[config.mk]
export PLATFORM = sky130hd
export DESIGN_NAME = lstm_bptt_ctrl
export DESIGN_NICKNAME = d
export VERILOG_FILES = /design/src/rtl/lstm_bptt_ctrl_pkg.sv /design/src/rtl/lstm_bptt_ctrl_step_cnt.sv /design/src/rtl/lstm_bptt_ctrl.sv
export SDC_FILE = /design/constraint.sdc
export NUM_CORES = 1
export LEC_CHECK = 0
export CORE_MARGIN = 5
export CORE_UTILIZATION = 35
export CTS_CLUSTER_DIAMETER = 120
export DETAILED_ROUTE_END_ITERATION = 10
export HOLD_SLACK_MARGIN = 0.1
export MAX_ROUTING_LAYER = met4
export PLACE_DENSITY = 0.68
export SLEW_MARGIN = 10
export SYNTH_ARGS = -nofsm -noshare
export SYNTH_HDL_FRONTEND = slang
export SYNTH_SLANG_ARGS = --single-unit
export TNS_END_PERCENT = 10
[constraint.sdc]
create_clock -name clk -period 2.9 [get_ports clk]
set_input_delay 0.87 -clock clk [delete_from_list [all_inputs] [get_ports clk]]
set_output_delay 0.87 -clock clk [all_outputs]
set_load 0.01 [all_outputs]
[src/rtl/lstm_bptt_ctrl_pkg.sv]
// Shared definitions for the LSTM backprop blocks: FSM state encoding and fixed-point defaults.
package lstm_bptt_ctrl_pkg;

  localparam int          DEF_WIDTH = 32;
  localparam int          DEF_FRAC  = 24;
  localparam logic [31:0] FX_ONE    = 32'h01000000;

  typedef enum logic [2:0] {
    S_IDLE = 3'd0,
    S_READ = 3'd1,
    S_WAIT = 3'd2,
    S_CAPT = 3'd3,
    S_DONE = 3'd4
  } bptt_state_e;

endpackage

[src/rtl/lstm_bptt_ctrl_step_cnt.sv]
// Timestep down-counter: load with LEN-1, decrement once per step, flags the first and last step.
module bptt_step_cnt #(
  parameter int AW = 4
) (
  input  logic          clk,
  input  logic          rst,
  input  logic          i_load,
  input  logic [AW-1:0] i_load_val,
  input  logic          i_dec,
  input  logic          i_clr,
  output logic [AW-1:0] o_cnt,
  output logic          o_zero,
  output logic          o_first,
  output logic          o_last
);

  logic [AW-1:0] r_cnt;
  logic          r_first;
  logic          r_last;

  always_ff @(posedge clk) begin
    if (rst) begin
      r_cnt   <= '0;
      r_first <= 1'b0;
      r_last  <= 1'b0;
    end else if (i_load) begin
      r_cnt   <= i_load_val;
      r_first <= 1'b1;
      r_last  <= (i_load_val == '0);
    end else if (i_clr) begin
      r_first <= 1'b0;
      r_last  <= 1'b0;
    end else if (i_dec) begin
      r_cnt   <= r_cnt - AW'(1);
      r_first <= 1'b0;
      // The step we are entering is t==0 when we leave t==1.
      r_last  <= (r_cnt == AW'(1));
    end
  end

  assign o_cnt   = r_cnt;
  assign o_zero  = (r_cnt == '0);
  assign o_first = r_first;
  assign o_last  = r_last;

endmodule

[src/rtl/lstm_bptt_ctrl.sv]
// BPTT sequencer: walks t=LEN-1..0 as READ/WAIT/CAPT steps, strobes RAM reads and gradient
// writes, and registers the datapath's d_h/d_c outputs as next-step feedback.
module lstm_bptt_ctrl
  import lstm_bptt_ctrl_pkg::*;
#(
  parameter int WIDTH    = 32,
  parameter int NUM_LSTM = 1,
  parameter int TSTEP    = 16,
  parameter int AW       = 4
) (
  input  logic                      clk,
  input  logic                      rst,
  input  logic                      i_start,
  input  logic [AW:0]               i_len,
  input  logic [NUM_LSTM*WIDTH-1:0] i_d_h_next,
  input  logic [WIDTH-1:0]          i_d_c_next,
  output logic                      o_rd_en,
  output logic [AW-1:0]             o_rd_addr,
  output logic [NUM_LSTM*WIDTH-1:0] o_d_h_prev,
  output logic [WIDTH-1:0]          o_d_c_prev,
  output logic                      o_first,
  output logic                      o_last,
  output logic                      o_wr_en,
  output logic [AW-1:0]             o_wr_addr,
  output logic                      o_busy,
  output logic                      o_done
);

  bptt_state_e r_state;

  logic                      r_rd_en;
  logic [AW-1:0]             r_rd_addr;
  logic                      r_wr_en;
  logic [AW-1:0]             r_wr_addr;
  logic                      r_busy;
  logic                      r_done;
  logic [NUM_LSTM*WIDTH-1:0] r_d_h_prev;
  logic [WIDTH-1:0]          r_d_c_prev;

  logic [AW:0]   w_len_c;
  logic [AW-1:0] w_load_val;
  logic          w_load;
  logic          w_dec;
  logic          w_clr;
  logic [AW-1:0] w_t;
  logic          w_zero;
  logic          w_first;
  logic          w_last;

  // Oversized lengths run the full supported depth rather than wrapping the address.
  assign w_len_c    = (i_len > (AW+1)'(TSTEP)) ? (AW+1)'(TSTEP) : i_len;
  assign w_load_val = AW'(w_len_c - (AW+1)'(1));

  assign w_load = (r_state == S_IDLE) && i_start && (w_len_c != '0);
  assign w_dec  = (r_state == S_CAPT) && !w_zero;
  assign w_clr  = (r_state == S_CAPT) && w_zero;

  bptt_step_cnt #(.AW(AW)) u_step_cnt (
    .clk        (clk),
    .rst        (rst),
    .i_load     (w_load),
    .i_load_val (w_load_val),
    .i_dec      (w_dec),
    .i_clr      (w_clr),
    .o_cnt      (w_t),
    .o_zero     (w_zero),
    .o_first    (w_first),
    .o_last     (w_last)
  );

  // Strobes are set on the transition into their state so every output comes from a flop.
  always_ff @(posedge clk) begin
    if (rst) begin
      r_state    <= S_IDLE;
      r_rd_en    <= 1'b0;
      r_rd_addr  <= '0;
      r_wr_en    <= 1'b0;
      r_wr_addr  <= '0;
      r_busy     <= 1'b0;
      r_done     <= 1'b0;
      r_d_h_prev <= '0;
      r_d_c_prev <= '0;
    end else begin
      case (r_state)
        S_IDLE: begin
          if (i_start) begin
            r_busy <= 1'b1;
            if (w_len_c == '0) begin
              r_state <= S_DONE;
              r_done  <= 1'b1;
            end else begin
              r_state    <= S_READ;
              r_rd_en    <= 1'b1;
              r_rd_addr  <= w_load_val;
              r_d_h_prev <= '0;
              r_d_c_prev <= '0;
            end
          end
        end
        S_READ: begin
          r_state <= S_WAIT;
          r_rd_en <= 1'b0;
        end
        S_WAIT: begin
          r_state   <= S_CAPT;
          r_wr_en   <= 1'b1;
          r_wr_addr <= w_t;
        end
        S_CAPT: begin
          r_wr_en    <= 1'b0;
          r_d_h_prev <= i_d_h_next;
          r_d_c_prev <= i_d_c_next;
          if (w_zero) begin
            r_state <= S_DONE;
            r_done  <= 1'b1;
          end else begin
            r_state   <= S_READ;
            r_rd_en   <= 1'b1;
            r_rd_addr <= w_t - AW'(1);
          end
        end
        S_DONE: begin
          r_state <= S_IDLE;
          r_done  <= 1'b0;
          r_busy  <= 1'b0;
        end
        default: begin
          r_state <= S_IDLE;
          r_rd_en <= 1'b0;
          r_wr_en <= 1'b0;
          r_done  <= 1'b0;
          r_busy  <= 1'b0;
        end
      endcase
    end
  end

  assign o_rd_en    = r_rd_en;
  assign o_rd_addr  = r_rd_addr;
  assign o_wr_en    = r_wr_en;
  assign o_wr_addr  = r_wr_addr;
  assign o_busy     = r_busy;
  assign o_done     = r_done;
  assign o_first    = w_first;
  assign o_last     = w_last;
  assign o_d_h_prev = r_d_h_prev;
  assign o_d_c_prev = r_d_c_prev;

endmodule

==> run_results.csv, run 1 <==
group,metric,value,unit
outcome,status,"complete, no violations",
layout,multi_input_area,1668,µm²
yosys,ys_seq_elements,85,
sta,clock.fmax,0.3675,GHz
hold_path,hold_class,"register to register",
yosys,synth_mux_area_frac,0,
setup_path,worstSetupPathType,"input port to register",
sta,finalClockSkew,0.006419,ns
grt,grt_pass1_vias,3201,
place,port_buffers,149,
setup_path,critical_path_arrival,2.99,ns
clock_network,clk_latency,0.35,ns
yosys,synth_compound_area_frac,0.2750,
layout,fillers,874,
die,rows,36,
place,dp.cells,622,
yosys,synthSimpleGateAreaFrac,0.1663,
detailed_routing,drtAntennaViolNets,0,
detailed_routing,vias,3107,
pwr,peakVddDrop,0.0002979,V
clock_network,cts_tree,"built",
setup_path,cp-end-kind,"register",
yosys,synth.avg_cell_area,10.28,µm²
setup_path,cp-start-kind,"input port",
grt,grt_max_degree,40,
die,initial_utilization,0.3607,
detailed_routing,drt_iter0_drc,150,
setup_path,worstPathMaxFanout,6,
sta,fin_crit_sh,0.9383,
detailed_routing,wl_met2,4136,µm
detailed_routing,route.met3.wl,581,µm
flow_run,maxCapViolations,0,
sta,hold_viol_final,0,
clock_network,cts_setup_buffers,0,
yosys,yosysTopAreaCellShare,0.4782,
detailed_routing,drc,0,
place,dpl_cell_area,5291,µm²
pwr,power_density,689.0,nW/µm²
detailed_routing,met1_length,4514,µm
clock_network,cts_sinks,85,
place,gp_congestion,0.8363,
yosys,yosysMostFrequentCell,"dfxtp_1",
grt,grt_use_total,0.1617,
grt,grt_overflow_total,0,
yosys,syn-cell-area,3558,µm²
detailed_routing,wirelength,9440,µm
clock_network,clk_pin_slew_worst_paths,0.08,ns
die,ios,150,
sta,slew_headroom,0.5673,
yosys,async_flop_share,0,
clock_network,cts.htree.levels,3,
layout,fin_cells,635,
layout,drive_gt1_frac,0.2490,
yosys,synth_common_cells,"85 x dfxtp_1, 41 x a22oi_2, 40 x nor2_2",
yosys,ys_seq_area_frac,0.4782,
die,die_x,110.8,µm
sta,final.setup.tns,0,ns
layout,final_core_util,0.5568,
grt,antenna_found_initial,0,
sta,rsz0062_at_grt,"false",
yosys,ys_types,42,
die,coreArea,9864,µm²
yosys,ys.flop_type,"dfxtp_1",
die,die_h,110.8,µm
detailed_routing,vias_per_cell,4.893,
layout,areaGrowthSynthToFinish,54.36,%
clock_network,cts_max_path_buffers,2,
layout,num_antenna_cells,0,
yosys,yosys.area.top_type,"dfxtp_1",
clock_network,cts_buffers,9,
sta,min_period,2.721,ns
place,hpwlAfterDp,6962,µm
yosys,synth_area_leaders,"dfxtp_1 48%, a22oi_2 14%, nor2_2 7.0%",
grt,grt_pass1_wl,15950,µm
pwr,leakage,1.866,nW
yosys,synthAdderAreaFrac,0.01406,
yosys,synth-edff-count,0,
detailed_routing,avgRoutedWirePerCell,14.87,µm
setup_path,cp.required,3.17,ns
yosys,synth_xor_area_frac,0.01231,
die,die_area,12280,µm²
layout,fin_area,5493,µm²
layout,regArea,1702,µm²
yosys,yosysWarnings,0,
detailed_routing,top_layer,"met4",
yosys,synth_top_family_by_area,"compound AO/OA/AOI/OAI gates",
sta,tightest_slew,0.6442,ns
yosys,syn_inst,346,
clock_network,cts_resized,0,
detailed_routing,dr.pass1.iters,4,
sta,drv_slew,0,
sta,setup_viol,0,
layout,layout.nets,576,
clock_network,clock-root-buffer,"clkbuf_8",
yosys,synth_fp_nets,422,
clock_network,holdBufCountCts,0,
registers in the layout, indices dropped and copies added, names as in the netlist:
register and cells:
o_d_c_prev 32, o_d_h_prev 32, o_wr_addr 4, u_step_cnt.o_last 1
o_busy 1, r_state 3, u_step_cnt.o_first 1, o_wr_en 1
o_rd_addr 4, o_done 1, u_step_cnt.o_cnt 4, o_rd_en 1
logic make-up (layout without fill, tap and decap cells):
family          Yosys count  after routing
fa+ha+maj                 4              4
compound gates          108            108
simple gates            110            110
xor+xnor                  5              5
flops                    85             85
buf+inv                  34            190
cell type report:
class,count,share of cell area
timing repair buffer,172,0.3162
sequential,85,0.3098
multi-input combinational,227,0.3036
tap,133,0.03030
clock buffer,11,0.02574
clock inverter,2,0.01093
inverter,5,0.003417
power by group:
part	total (mW)	leakage (nW)	switching (mW)	internal, mW
combinational	1.47	1.08	0.711	0.755
clock	0.877	0.101	0.382	0.495
sequential	1.44	0.689	0.131	1.31
total	3.78	1.87	1.22	2.56
critical path: stages:
cell             delay, ns
clkdlybuf4s50_1       0.49
nand2b_1              0.14
ha_1                  0.17
or4b_1                0.58
buf_4                 0.20
a22oi_2               0.25
o21ai_0               0.14
a21oi_1               0.16
cell usage in the layout, fill, tap and decap left out, types with 2 or more instances in the layout:
cell / instances
clkdlybuf4s50_1: 148
dfxtp_1: 85
a22oi_2: 41
nor2_2: 40
nor2_1: 30
a22oi_1: 25
a21oi_1: 18
buf_4: 18
nand2_1: 14
o21ai_0: 10
clkbuf_8: 10
nand2b_1: 6
buf_12: 6
inv_1: 5
nor3_1: 5
xnor2_1: 4
ha_1: 4
or3_1: 3
a211oi_1: 3
and2_1: 2
o2111ai_1: 2
bufinv_16: 2
metal layers:
metal,GRT usage,vias to the layer above
li1,-,1541
met1,0.2102,1438
met2,0.2362,112
met3,0.05022,16
met4,0.05993,0
met5,-,-
through the flow:
stage	power [mW]	hold slack, ns	setup WS, ns
floorplan	2.330	0.4582	0.5267
global placement	2.924	0.4504	-0.06275
detailed placement	2.942	0.4503	-0.1693
CTS	3.833	0.4699	0.2071
global route	4.028	0.4873	0.06798
finish	3.785	0.4676	0.1788
worst paths after layout:
| check | start | to | slack [ns] | cells after the start |
|---|---|---|---|---|
| hold / removal | u_step_cnt.o_last | u_step_cnt.o_last | 0.47 | 2 |
| setup reg to reg | r_state[2] | o_d_h_prev[30] | 0.83 | 4 |
| hold reg to reg | u_step_cnt.o_last | u_step_cnt.o_last | 0.47 | 2 |
| setup / recovery | i_len[4] | o_rd_addr[3] | 0.18 | 8 |
No activity file was read; power rests on OpenSTA's default activity.
==> inputs of run 2 (changes only) <==
--- a/config.mk
+++ b/config.mk
@@ -7,7 +7,6 @@
 export LEC_CHECK = 0
 export CORE_MARGIN = 5
 export CORE_UTILIZATION = 35
-export CTS_CLUSTER_DIAMETER = 120
 export DETAILED_ROUTE_END_ITERATION = 10
 export HOLD_SLACK_MARGIN = 0.1
 export MAX_ROUTING_LAYER = met4
==> results of run 2 <==
Same layout as run 1: the final DEF is identical, and so are final timing and power.
==> inputs of run 3 (changes only) <==
--- a/config.mk
+++ b/config.mk
@@ -5,12 +5,14 @@
 export SDC_FILE = /design/constraint.sdc
 export NUM_CORES = 1
 export LEC_CHECK = 0
-export CORE_MARGIN = 5
-export CORE_UTILIZATION = 35
+export CELL_PAD_IN_SITES_DETAIL_PLACEMENT = 1
+export CELL_PAD_IN_SITES_GLOBAL_PLACEMENT = 1
+export CORE_MARGIN = 2
+export CORE_UTILIZATION = 31
 export DETAILED_ROUTE_END_ITERATION = 10
 export HOLD_SLACK_MARGIN = 0.1
 export MAX_ROUTING_LAYER = met4
-export PLACE_DENSITY = 0.68
+export PLACE_DENSITY_LB_ADDON = 0.1
 export SLEW_MARGIN = 10
 export SYNTH_ARGS = -nofsm -noshare
 export SYNTH_HDL_FRONTEND = slang
==> run 3 against run 2 <==
Sequential share of layout area decreased by 0.60 points. Worst hold slack worse by 0.012 ns. Final cell count is 1.7% higher. Setup slack better by 0.072 ns. Highest routed layer unchanged.
==> run_results.csv, run 3 (synthesis gave the netlist of run 1 again) <==
group,metric,value,unit
grt,grt_max_degree,65,
setup_path,rrSetupSlack,0.93,ns
clock_network,cts_max_path_buffers,2,
sta,setup_viol,0,
setup_path,r2r-start,"u_step_cnt.o_cnt[0]",
sta,finalClockSkew,0.004794,ns
sta,hold_slack,0.4551,ns
pwr,combPwrFrac,0.370,
hold_path,min_path_cells,2,
setup_path,cp-end-kind,"register",
setup_path,cp.required,3.17,ns
sta,hold_viol_final,0,
sta,clock.fmax,0.3775,GHz
clock_network,clk_pin_slew_worst_paths,0.06,ns
detailed_routing,vias,3195,
grt,antenna_found_initial,1,
pwr,power_frac_seq,0.354,
pwr,p_sw,1.331,mW
clock_network,clk_latency,0.34,ns
clock_network,cts_setup_buffers,0,
layout,layout_commonest_cell,"clkdlybuf4s50_1",
die,coreArea,11320,µm²
grt,grt_use_total,0.1862,
pwr,swShare,0.3253,
place,gp_congestion,0.7861,
hold_path,hold_class,"register to register",
detailed_routing,wirelength,10830,µm
detailed_routing,drtAntennaViolNets,0,
layout,drive_gt1_frac,0.2490,
sta,final.setup.tns,0,ns
detailed_routing,drt_iter0_drc,179,
setup_path,reg2reg_to,"o_rd_addr[3]",
place,dpl_cell_area,5309,µm²
flow_run,maxCapViolations,0,
clock_network,holdBufCountCts,0,
sta,drv_slew,0,
detailed_routing,drc,0,
place,pre_cts_ws,-0.2388,ns
outcome,status,"complete, no violations",
detailed_routing,vias_per_cell,4.946,
layout,fin_cells,646,
die,die_h,111.1,µm
setup_path,critical_path_arrival,2.92,ns
clock_network,cts_buffers,9,
clock_network,cts.htree.levels,3,
sta,setup_ws,0.2509,ns
setup_path,r2r_cells,6,
pwr,power_density,730.9,nW/µm²
clock_network,cts_sinks,85,
die,initial_utilization,0.3143,
pwr,pwr-share-clk,0.275,
sta,tightest_slew,0.6248,ns
sta,fin_crit_sh,0.9135,
grt,grt_overflow_total,0,
setup_path,worstPathMaxFanout,6,
place,dp.cells,631,
layout,final_cell_mix,"148 x clkdlybuf4s50_1, 85 x dfxtp_1, 41 x a22oi_2",
detailed_routing,dr.pass1.iters,4,
die,rows,39,
sta,min_period,2.649,ns
layout,fin_area,5600,µm²
grt,grt_pass1_wl,17790,µm
die,die_area,12350,µm²
place,port_buffers,149,
setup_path,cp-start-kind,"input port",
setup_path,worstSetupPathType,"input port to register",
clock_network,cts_tree,"built",
place,hpwlAfterDp,7757,µm
layout,fillers,1279,
pwr,p_int,2.762,mW
sta,slew_headroom,0.5803,
hold_path,min_from,"u_step_cnt.o_first",
layout,layout.nets,575,
layout,final_core_util,0.4947,
pwr,peakVddDrop,0.0003060,V
pwr,leakage,1.904,nW
pwr,report.power.total,4.093,mW
die,ios,150,
die,die_x,111.1,µm
detailed_routing,avgRoutedWirePerCell,16.76,µm
layout,areaGrowthSynthToFinish,57.38,%
hold_path,min_to,"u_step_cnt.o_first",
sta,rsz0062_at_grt,"false",
grt,grt_pass1_vias,3441,
clock_network,clock-root-buffer,"clkbuf_16",
-- run 3: worst max path at each step --
stage	startpoint	end	cells past startpoint
after floorplan	i_len[4]	o_d_c_prev[21]	9
after global placement	i_len[4]	u_step_cnt.o_cnt[3]	8
after detailed placement	i_len[4]	o_d_h_prev[28]	8
after CTS	i_len[4]	u_step_cnt.o_cnt[3]	8
after global routing	i_len[4]	u_step_cnt.o_cnt[2]	8
final	i_len[4]	o_rd_addr[2]	8
-- run 3: timing repair --
action / 4_1_cts / 5_1_grt
setup endpoints to repair: 0 / 3
resized for setup: 0 / 2
endpoints found under the hold margin: 0 / 0
-- run 3: cell type report --
class,count,area (µm²),area share
Timing Repair Buffer,171,1745,0.3117
Sequential cell,85,1702,0.3038
Multi-Input combinational cell,227,1672,0.2985
Clock buffer,12,246.5,0.04401
Tap cell,143,178.9,0.03195
Clock inverter,2,35.03,0.006256
Inverter,5,18.77,0.003351
Antenna cell,1,2.502,0.0004468
-- run 3: routing by layer --
layer	track usage	wire, µm
met1	0.2116	4578
met2	0.3084	5420
met3	0.04265	493
met4	0.09465	332
met5	-	0
-- run 3: worst max-delay path, stage by stage --
cell and delay [ns]:
clkdlybuf4s50_1 0.50, nand2b_1 0.15, ha_1 0.17, or4b_4 0.51, buf_4 0.17, a22oi_2 0.25, o21ai_0 0.15, a21oi_1 0.15
-- run 3: power groups by stage --
stage	logic, mW	registers [mW]	clock network (mW)
final	1.52	1.45	1.13
after global routing	1.66	1.47	1.22
after CTS	1.54	1.45	1.16
after detailed placement	1.53	1.47	0
after global placement	1.50	1.47	0
after floorplan	0.855	1.48	0
